==> config.mk <==
export PLATFORM = sky130hd
export DESIGN_NAME = spi_mmio_bridge
export DESIGN_NICKNAME = d
export VERILOG_FILES = /design/src/rtl/fuzzy_pkg.sv /design/src/rtl/sync_2ff.sv /design/src/rtl/spi_mmio_bridge.sv
export SDC_FILE = /design/constraint.sdc
export NUM_CORES = 1
export LEC_CHECK = 0
export CORE_MARGIN = 2
export CORE_UTILIZATION = 25
export CTS_CLUSTER_SIZE = 28
export DETAILED_ROUTE_END_ITERATION = 12
export PLACE_DENSITY = 0.38
export SKIP_LAST_GASP = 1
export SLEW_MARGIN = 20
export SYNTH_ARGS = -nofsm -noshare
export SYNTH_HDL_FRONTEND = slang
export SYNTH_SLANG_ARGS = --single-unit
==> constraint.sdc <==
create_clock -name clk -period 3.7 [get_ports clk]
set_input_delay 0.74 -clock clk [delete_from_list [all_inputs] [get_ports clk]]
set_output_delay 0.74 -clock clk [all_outputs]
set_load 0.01 [all_outputs]
==> src/rtl/fuzzy_pkg.sv <==
// Shared types and constants for the SPI-to-MMIO bridge.
package fuzzy_pkg;

  typedef enum logic [2:0] {
    StIdle,
    StCmd,
    StAddr,
    StData,
    StDone
  } state_e;

  localparam int unsigned FRAME_BITS = 24;
  localparam int unsigned CMD_WR_BIT = 7;
  localparam int unsigned BYTE_BITS  = FRAME_BITS / 3;

endpackage

==> src/rtl/sync_2ff.sv <==
// Two-flop synchronizer for a single asynchronous bit, with configurable reset value.
module sync_2ff #(
  parameter logic ResetVal = 1'b0
) (
  input  logic clk,
  input  logic rst_n,
  input  logic d_i,
  output logic q_o
);

  logic meta_q, sync_q;

  always_ff @(posedge clk or negedge rst_n) begin
    if (!rst_n) begin
      meta_q <= ResetVal;
      sync_q <= ResetVal;
    end else begin
      meta_q <= d_i;
      sync_q <= meta_q;
    end
  end

  assign q_o = sync_q;

endmodule

==> src/rtl/spi_mmio_bridge.sv <==
// SPI mode-0 slave that turns a CMD/ADDR/DATA frame into a single registered MMIO
// read or write strobe; read data is shifted back out on MISO during the DATA byte.
module spi_mmio_bridge
  import fuzzy_pkg::*;
(
  input  logic       clk,
  input  logic       rst_n,
  input  logic       spi_sclk,
  input  logic       spi_cs_n,
  input  logic       spi_mosi,
  output logic       spi_miso,
  output logic       spi_miso_oe,
  output logic       cs,
  output logic       rd,
  output logic       wr,
  output logic [7:0] addr,
  output logic [7:0] wdata,
  input  logic [7:0] rdata,
  output logic       frame_err
);

  localparam int unsigned CntW = $clog2(BYTE_BITS);

  logic sclk_s, cs_n_s, mosi_s;
  logic sclk_q, cs_n_q;

  sync_2ff #(.ResetVal(1'b0)) u_sync_sclk (
    .clk  (clk),
    .rst_n(rst_n),
    .d_i  (spi_sclk),
    .q_o  (sclk_s)
  );

  sync_2ff #(.ResetVal(1'b1)) u_sync_cs_n (
    .clk  (clk),
    .rst_n(rst_n),
    .d_i  (spi_cs_n),
    .q_o  (cs_n_s)
  );

  sync_2ff #(.ResetVal(1'b0)) u_sync_mosi (
    .clk  (clk),
    .rst_n(rst_n),
    .d_i  (spi_mosi),
    .q_o  (mosi_s)
  );

  logic sclk_rise, sclk_fall, cs_fall, cs_rise;
  assign sclk_rise = sclk_s & ~sclk_q;
  assign sclk_fall = ~sclk_s & sclk_q;
  assign cs_fall   = ~cs_n_s & cs_n_q;
  assign cs_rise   = cs_n_s & ~cs_n_q;

  // Frames may only start once cs_n has been seen high with a flushed synchronizer,
  // so a reset released while cs_n is held low cannot start a frame mid-stream.
  logic [1:0] settle_q;
  logic       armed_q;

  always_ff @(posedge clk or negedge rst_n) begin
    if (!rst_n) begin
      sclk_q   <= 1'b0;
      cs_n_q   <= 1'b1;
      settle_q <= 2'd0;
      armed_q  <= 1'b0;
    end else begin
      sclk_q <= sclk_s;
      cs_n_q <= cs_n_s;
      if (settle_q != 2'd2) settle_q <= settle_q + 2'd1;
      if (settle_q == 2'd2 && cs_n_s) armed_q <= 1'b1;
    end
  end

  state_e                 state_q;
  logic [CntW-1:0]        bit_cnt_q;
  logic [BYTE_BITS-1:0]   rx_q, tx_q, addr_rx_q, addr_q, wdata_q;
  logic                   is_wr_q, cs_q, rd_q, wr_q, err_q, miso_q;
  logic [BYTE_BITS-1:0]   rx_byte;
  logic                   last_bit;

  assign rx_byte  = {rx_q[BYTE_BITS-2:0], mosi_s};
  assign last_bit = (bit_cnt_q == CntW'(BYTE_BITS - 1));

  always_ff @(posedge clk or negedge rst_n) begin
    if (!rst_n) begin
      state_q   <= StIdle;
      bit_cnt_q <= '0;
      rx_q      <= '0;
      tx_q      <= '0;
      addr_rx_q <= '0;
      addr_q    <= '0;
      wdata_q   <= '0;
      is_wr_q   <= 1'b0;
      cs_q      <= 1'b0;
      rd_q      <= 1'b0;
      wr_q      <= 1'b0;
      err_q     <= 1'b0;
      miso_q    <= 1'b0;
    end else begin
      cs_q  <= 1'b0;
      rd_q  <= 1'b0;
      wr_q  <= 1'b0;
      err_q <= 1'b0;

      // rdata is valid while the read strobe is out; load it for the DATA byte.
      if (cs_q && rd_q) begin
        tx_q   <= rdata;
        miso_q <= rdata[BYTE_BITS-1];
      end

      if (cs_rise) begin
        state_q   <= StIdle;
        bit_cnt_q <= '0;
        miso_q    <= 1'b0;
        err_q     <= (state_q == StCmd) || (state_q == StAddr) ||
                     (state_q == StData && is_wr_q);
      end else begin
        unique case (state_q)
          StIdle: begin
            if (cs_fall && armed_q) begin
              state_q   <= StCmd;
              bit_cnt_q <= '0;
              rx_q      <= '0;
            end
          end
          StCmd, StAddr, StData: begin
            if (sclk_rise) begin
              rx_q      <= rx_byte;
              bit_cnt_q <= bit_cnt_q + 1'b1;
              if (last_bit) begin
                if (state_q == StCmd) begin
                  is_wr_q <= rx_byte[CMD_WR_BIT];
                  state_q <= StAddr;
                end else if (state_q == StAddr) begin
                  addr_rx_q <= rx_byte;
                  state_q   <= StData;
                  if (!is_wr_q) begin
                    cs_q   <= 1'b1;
                    rd_q   <= 1'b1;
                    addr_q <= rx_byte;
                  end
                end else begin
                  state_q <= StDone;
                  miso_q  <= 1'b0;
                  if (is_wr_q) begin
                    cs_q    <= 1'b1;
                    wr_q    <= 1'b1;
                    addr_q  <= addr_rx_q;
                    wdata_q <= rx_byte;
                  end
                end
              end
            end else if (sclk_fall && state_q == StData && !is_wr_q && bit_cnt_q != '0) begin
              // The fall before the first DATA rise (bit_cnt 0) keeps bit 7 on the wire.
              tx_q   <= {tx_q[BYTE_BITS-2:0], 1'b0};
              miso_q <= tx_q[BYTE_BITS-2];
            end
          end
          StDone: ;
          default: state_q <= StIdle;
        endcase
      end
    end
  end

  assign spi_miso    = miso_q;
  assign spi_miso_oe = ~cs_n_s;
  assign cs          = cs_q;
  assign rd          = rd_q;
  assign wr          = wr_q;
  assign addr        = addr_q;
  assign wdata       = wdata_q;
  assign frame_err   = err_q;

endmodule

==> results of run 1 <==
## flip-flops by register name (all words and copies together) (netlist names), 2 cells and up
register and count:
addr_rx_q 8, tx_q 7, addr 8, wdata 8, state_q 3, rx_q 7, settle_q 2, bit_cnt_q 3
## power by group through the flow
stage | logic [mW] | clock network, mW | registers [mW]
detailed placement | 0.0784 | 0 | 0.711
floorplan | 0.0461 | 0 | 0.703
global placement | 0.0787 | 0 | 0.712
CTS | 0.0785 | 0.693 | 0.698
global route | 0.0860 | 0.728 | 0.701
finish | 0.0752 | 0.668 | 0.699
## cell type report
| cell class | instances | area, µm² |
|---|---|---|
| Fill cell | 1135 | 7355 |
| Sequential cell | 61 | 1530 |
| Multi-Input combinational cell | 138 | 1059 |
| Timing Repair Buffer | 36 | 350.3 |
| Tap cell | 140 | 175.2 |
| Clock buffer | 10 | 137.6 |
| Clock inverter | 6 | 86.33 |
| Inverter | 14 | 52.55 |
## per-stage QoR
step,cells,power (mW),hold slack (ns)
floorplan,224,0.7496,0.3312
detailed placement,389,0.7898,0.3347
CTS,405,1.470,0.3503
finish,405,1.442,0.3496
global placement,389,0.7904,0.3332
global route,405,1.515,0.3618
## cells in the mapped netlist
master / count
a21boi_0: 1
a21o_1: 1
a21oi_1: 7
and2_1: 2
and3_1: 1
and3b_1: 2
and4_4: 1
and4b_1: 1
buf_2: 3
buf_4: 2
buf_6: 4
clkbuf_1: 1
clkbuf_2: 1
dfrtp_1: 58
dfstp_2: 3
ha_1: 6
inv_1: 14
mux2_2: 1
mux2_4: 16
mux2i_1: 21
nand2_1: 32
nand2b_1: 2
nand3_1: 3
nand3b_4: 1
nand4_1: 4
nor2_1: 12
nor3_1: 1
nor3b_1: 3
o211a_1: 1
o21ai_0: 11
o21ai_4: 1
o21ba_4: 1
o22ai_1: 2
o31ai_1: 1
o32ai_1: 1
xnor2_1: 1
xor2_1: 1
## critical path: cells and delay by family, from the launching register on
family / cells / cell delay (ns)
AND/OR/NAND/NOR: 4 / 0.96
flip-flops: 1 / 0.51
buffers and inverters: 2 / 0.29
adder cells (fa/ha/maj): 1 / 0.28
AO/OA/AOI/OAI: 1 / 0.10
## per-layer routing
| metal | GRT usage, % | wire [µm] | up-vias | part of all wire (%) |
|---|---|---|---|---|
| met5 | 0 | 0 | - | 0 |
| met4 | 6.868 | 157 | 0 | 2.9 |
| met3 | 1.989 | 149 | 11 | 2.8 |
| met2 | 13.79 | 2194 | 25 | 41 |
| met1 | 14.56 | 2867 | 796 | 53 |
| li1 | - | - | 829 | - |
## placed cells by master, fill, tap and decap left out, drive strengths merged, types with 4 or more instances in the layout
| master | instances |
|---|---|
| dfrtp | 58 |
| clkdlybuf4s50 | 33 |
| nand2 | 32 |
| mux2i | 21 |
| mux2 | 17 |
| inv | 14 |
| nor2 | 12 |
| o21ai | 12 |
| clkbuf | 10 |
| a21oi | 7 |
| ha | 6 |
| nand4 | 4 |
## worst paths after layout
| kind | startpoint | endpoint | slack (ns) | depth (start not counted) |
|---|---|---|---|---|
| worst max-delay path | state_q[1]$_DFFE_PN0P_ | addr[2]$_DFFE_PN0P_ | 1.43 | 8 |
| worst min-delay path | u_sync_sclk.meta_q$_DFF_PN0_ | u_sync_sclk.q_o$_DFF_PN0_ | 0.35 | 0 |
| worst max register to register | state_q[1]$_DFFE_PN0P_ | addr[2]$_DFFE_PN0P_ | 1.43 | 8 |
| worst min register to register | u_sync_sclk.meta_q$_DFF_PN0_ | u_sync_sclk.q_o$_DFF_PN0_ | 0.35 | 0 |
| max in group asynchronous | rst_n | cs_n_q$_DFF_PN1_ | 2.41 | 2 |
| min in group asynchronous | rst_n | sclk_q$_DFF_PN0_ | 0.36 | 1 |
## kinds of logic after synthesis
group	Yosys count	share of synthesized area, %
DFF	61	56.26
muxes	38	16.97
xor gates and xnor gates	2	0.6441
adders and majority gates	6	2.760
and+or+nand+nor	65	11.87
buffers and inverters	25	5.013
AOI/OAI and AO/OA	27	6.486
==> metrics.csv, run 1 <==
metric;value;unit
combinational fraction of design power;5.2;%
pin count of the biggest net entering global routing;41;
fin util;31.56;%
H-tree levels;3;
Flop pwr share;48.5;%
die area;0.01173;mm²
row count;38;
Hold Fails Final Rpt;0;
Yosys cell types;37;
initial DRC count;91;
sequential share of the synthesized area;56.26;%
Post-CTS Resized;0;
Synth Instances;224;
Critical-path top delay cell;dfrtp_1;
first-pass GRT wire length;8.970;mm
Switching Fraction;23.03;%
crit-path max FO;17;
Root Driver;clkbuf_8;
CTS sink count;61;
max cap viols;0;
antenna cells;0;
top cells by area, synth;dfrtp_1 53%, mux2_4 8.8%, mux2i_1 7.7%, nand2_1 4.4%, dfstp_2 2.9%;
switching power;0.3321;mW
Routed WL;5.367;mm
die width;108.3;µm
crit-path cells;nor3b_2 > buf_4 > inv_1 > ha_1 > nor3b_1 > nand3_1 > nand2_1 > o21ai_0;
Yosys top cell by area;dfrtp_1;
Clock power frac;46.3;%
Peak Freq;440.1;MHz
RSZ-0062 raised after global routing;no;
Syn Area/Cell;12.14;µm²
Tightest Pin Transition;0.5473;ns
synthesis-stage register bit count;61;
Worst EP required;3.90;ns
Worst Setup Start Kind;flop;
Setup TNS Final;0;ns
outcome;complete, no violations;
vias per cell;4.101;
final net count;279;
layout cells sized above 1;16.60;%
gpl congestion;0.7524;
post-synth top area share;53.36;%
Min-Delay Path Class;reg2reg;
Port Buf Inserts;34;
Core Footprint;0.01075;mm²
Post-Syn Nets;243;
Final Worst Setup Slack;1.428;ns
Worst VDD drop;0.0001923;V
hold-fix buffers at CTS;0;
Starting Density;25.31;%
Area Growth Syn to Fin;24.65;%
final instance area;0.003391;mm²
Setup CP Type;reg2reg;
chip height;108.3;µm
number of global-route vias before repair;1750;
Synth Cell Area;0.002720;mm²
First-pass DRT Iterations;4;
final setup fails;0;
Routed Antenna Nets;0;
Final Skew;0.01163;ns
final cycle utilization of the critical path;61.42;%
Vias;1661;
drt drc;0;
Internal;1.110;mW
CTS Buf Count;9;
postcts setup bufs;0;
CTS tree;yes;
pre-CTS WS;1.378;ns
hpwl dp;3.590;mm
gr ovfl total;0;
Placed Instance Area;0.003167;mm²
PD cells;425.3;mW/mm²
worst path arrival time;2.47;ns
Ports;35;
YS warnings;0;
Avg WL per Cell;13.25;µm
crit-path max cell delay;0.51;ns
crit path time final;2.272;ns
Worst-Skew Late Latency;0.34;ns
Leak;1.491;nW
CTS max path bufs;2;
CP endpoint kind;flop;
Max-slew headroom;63.40;%
GRT Total Usage;10.20;%
initial antenna violation count;0;
Clock transition at path regs;0.07;ns
Final Max Tran Viols;0;
(Power assumes the default switching activity.)
==> run 2: changes to the inputs <==
- PLACE_DENSITY: 0.38 -> 0.4
- clock period: 3.7 -> 2 ns (I/O delays scaled with it)
==> run 2 against run 1 <==
Against the previous run:
- non-clock buffer count grew 9
- combinational power grew 100%
- sequential share of layout area shrank 0.79 points
- design area grew 1.8%
- die area is the same
- wire length grew 0.17%
- hold slack lost 0.28 ns
- highest routed layer unchanged
==> metrics.csv, run 2 (synthesized netlist as in run 1, its figures left out) <==
metric;value;unit
Final Skew;0.01006;ns
Post-CTS Resized;0;
combinational fraction of design power;6.1;%
antenna cells;0;
Switching Fraction;23.59;%
GRT Total Usage;10.31;%
crit-path max FO;9;
gr ovfl total;0;
Setup TNS Final;0;ns
outcome;complete, no violations;
Final Max Tran Viols;0;
CTS Buf Count;9;
CTS max path bufs;2;
die area;0.01173;mm²
Ports;35;
leading cell types in the layout, fill and taps excluded;58 x dfrtp_1, 33 x clkdlybuf4s50_1, 32 x nand2_1, 21 x mux2i_1, 16 x mux2_4;
global-route track usage on met3;3.496;%
met1 Usage GRT;14.24;%
Setup CP Type;reg2reg;
Internal;1.931;mW
Routed WL;5.376;mm
PD cells;732.4;mW/mm²
chip height;108.3;µm
row count;38;
pre-CTS WS;0.1807;ns
CTS tree;yes;
hpwl dp;3.641;mm
Area Growth Syn to Fin;26.86;%
initial DRC count;67;
Worst-Skew Late Latency;0.35;ns
Clock power frac;42.9;%
first-pass GRT wire length;8.887;mm
RSZ-0062 raised after global routing;no;
drt drc;0;
postcts setup bufs;0;
Worst Setup Start Kind;flop;
Port Buf Inserts;34;
Max-slew headroom;76.26;%
total chip power;2.527;mW
Worst EP required;2.22;ns
switching power;0.5962;mW
die width;108.3;µm
Starting Density;25.31;%
First-pass DRT Iterations;4;
pin count of the biggest net entering global routing;62;
Tightest Pin Transition;0.3548;ns
H-tree levels;3;
met2 usage;14.15;%
Leak;1.533;nW
FF-to-FF Start;bit_cnt_q[0]$_DFFE_PN0P_;
number of global-route vias before repair;1714;
layout cells sized above 1;18.98;%
commonest non-fill, non-tap cell in the layout;dfrtp_1;
fin util;32.11;%
Clock transition at path regs;0.07;ns
final cycle utilization of the critical path;91.62;%
GR peak layer;met1;
Flop pwr share;51.0;%
Avg WL per Cell;12.99;µm
Critical path origin;bit_cnt_q[0]$_DFFE_PN0P_;
CTS sink count;61;
fillcell total;1134;
gpl congestion;0.6978;
CP endpoint kind;flop;
Vias;1689;
Hold Fails Final Rpt;0;
max cap viols;0;
Routed Antenna Nets;0;
Worst VDD drop;0.0003138;V
crit path time final;1.832;ns
Peak Freq;545.7;MHz
Core Footprint;0.01075;mm²
Min-Delay Path Class;in2async;
vias per cell;4.080;
worst path arrival time;2.06;ns
final net count;288;
Final Worst Setup Slack;0.1676;ns
final setup fails;0;
Root Driver;clkbuf_8;
hold-fix buffers at CTS;0;
initial antenna violation count;0;
## run 2: layout make-up
cell class / count / area (µm²) / area share (%)
clock inverters: 5 / 50.05 / 1.450
flip-flops and latches: 61 / 1530 / 44.34
repair buffers: 45 / 442.9 / 12.84
inverters: 14 / 52.55 / 1.523
multi-input cells: 138 / 1059 / 30.67
well taps: 140 / 175.2 / 5.076
clock buffers: 11 / 141.4 / 4.097
## run 2: metal layers
| metal | vias to the layer above | part of all wire (%) | wire, µm |
|---|---|---|---|
| li1 | 850 | - | - |
| met3 | 8 | 4.2 | 226 |
| met1 | 803 | 50 | 2705 |
| met5 | - | 0 | 0 |
| met2 | 28 | 43 | 2323 |
| met4 | 0 | 2.3 | 121 |
## run 2: critical path: stages, from the launching register on
cell	delay, ns
dfrtp_1	0.40
ha_1	0.21
ha_1	0.16
and3b_1	0.26
and3_1	0.25
buf_12	0.15
mux2_4	0.29
## run 2: power by group through the flow
stage                     clock network, mW  logic, mW  registers [mW]
after floorplan                           0     0.0859            1.30
after global placement                    0      0.161            1.31
after detailed placement                  0      0.160            1.31
after CTS                              1.13      0.161            1.29
after global routing                   1.19      0.174            1.29
final                                  1.09      0.154            1.29
## run 2: worst paths after layout
check | to | slack [ns] | cells past startpoint
max | addr_rx_q[2]$_DFFE_PN0P_ | 0.17 | 6
min | spi_miso$_DFF_PN0_ | 0.06 | 2
max reg2reg | addr_rx_q[2]$_DFFE_PN0P_ | 0.17 | 6
min reg2reg | u_sync_sclk.q_o$_DFF_PN0_ | 0.35 | 0
max in group asynchronous | cs_n_q$_DFF_PN1_ | 1.64 | 2
min in group clk | u_sync_sclk.q_o$_DFF_PN0_ | 0.35 | 0
## run 2: per-stage QoR
stage | hold WS (ns) | instances | cell area [µm²]
3_3_place_gp | 0.3345 | 398 | 3259
3_5_place_dp | 0.3365 | 398 | 3259
2_1_floorplan | 0.1044 | 224 | 2731
4_1_cts | 0.06562 | 414 | 3451
6_report | 0.06485 | 414 | 3451
5_1_grt | 0.08128 | 414 | 3451
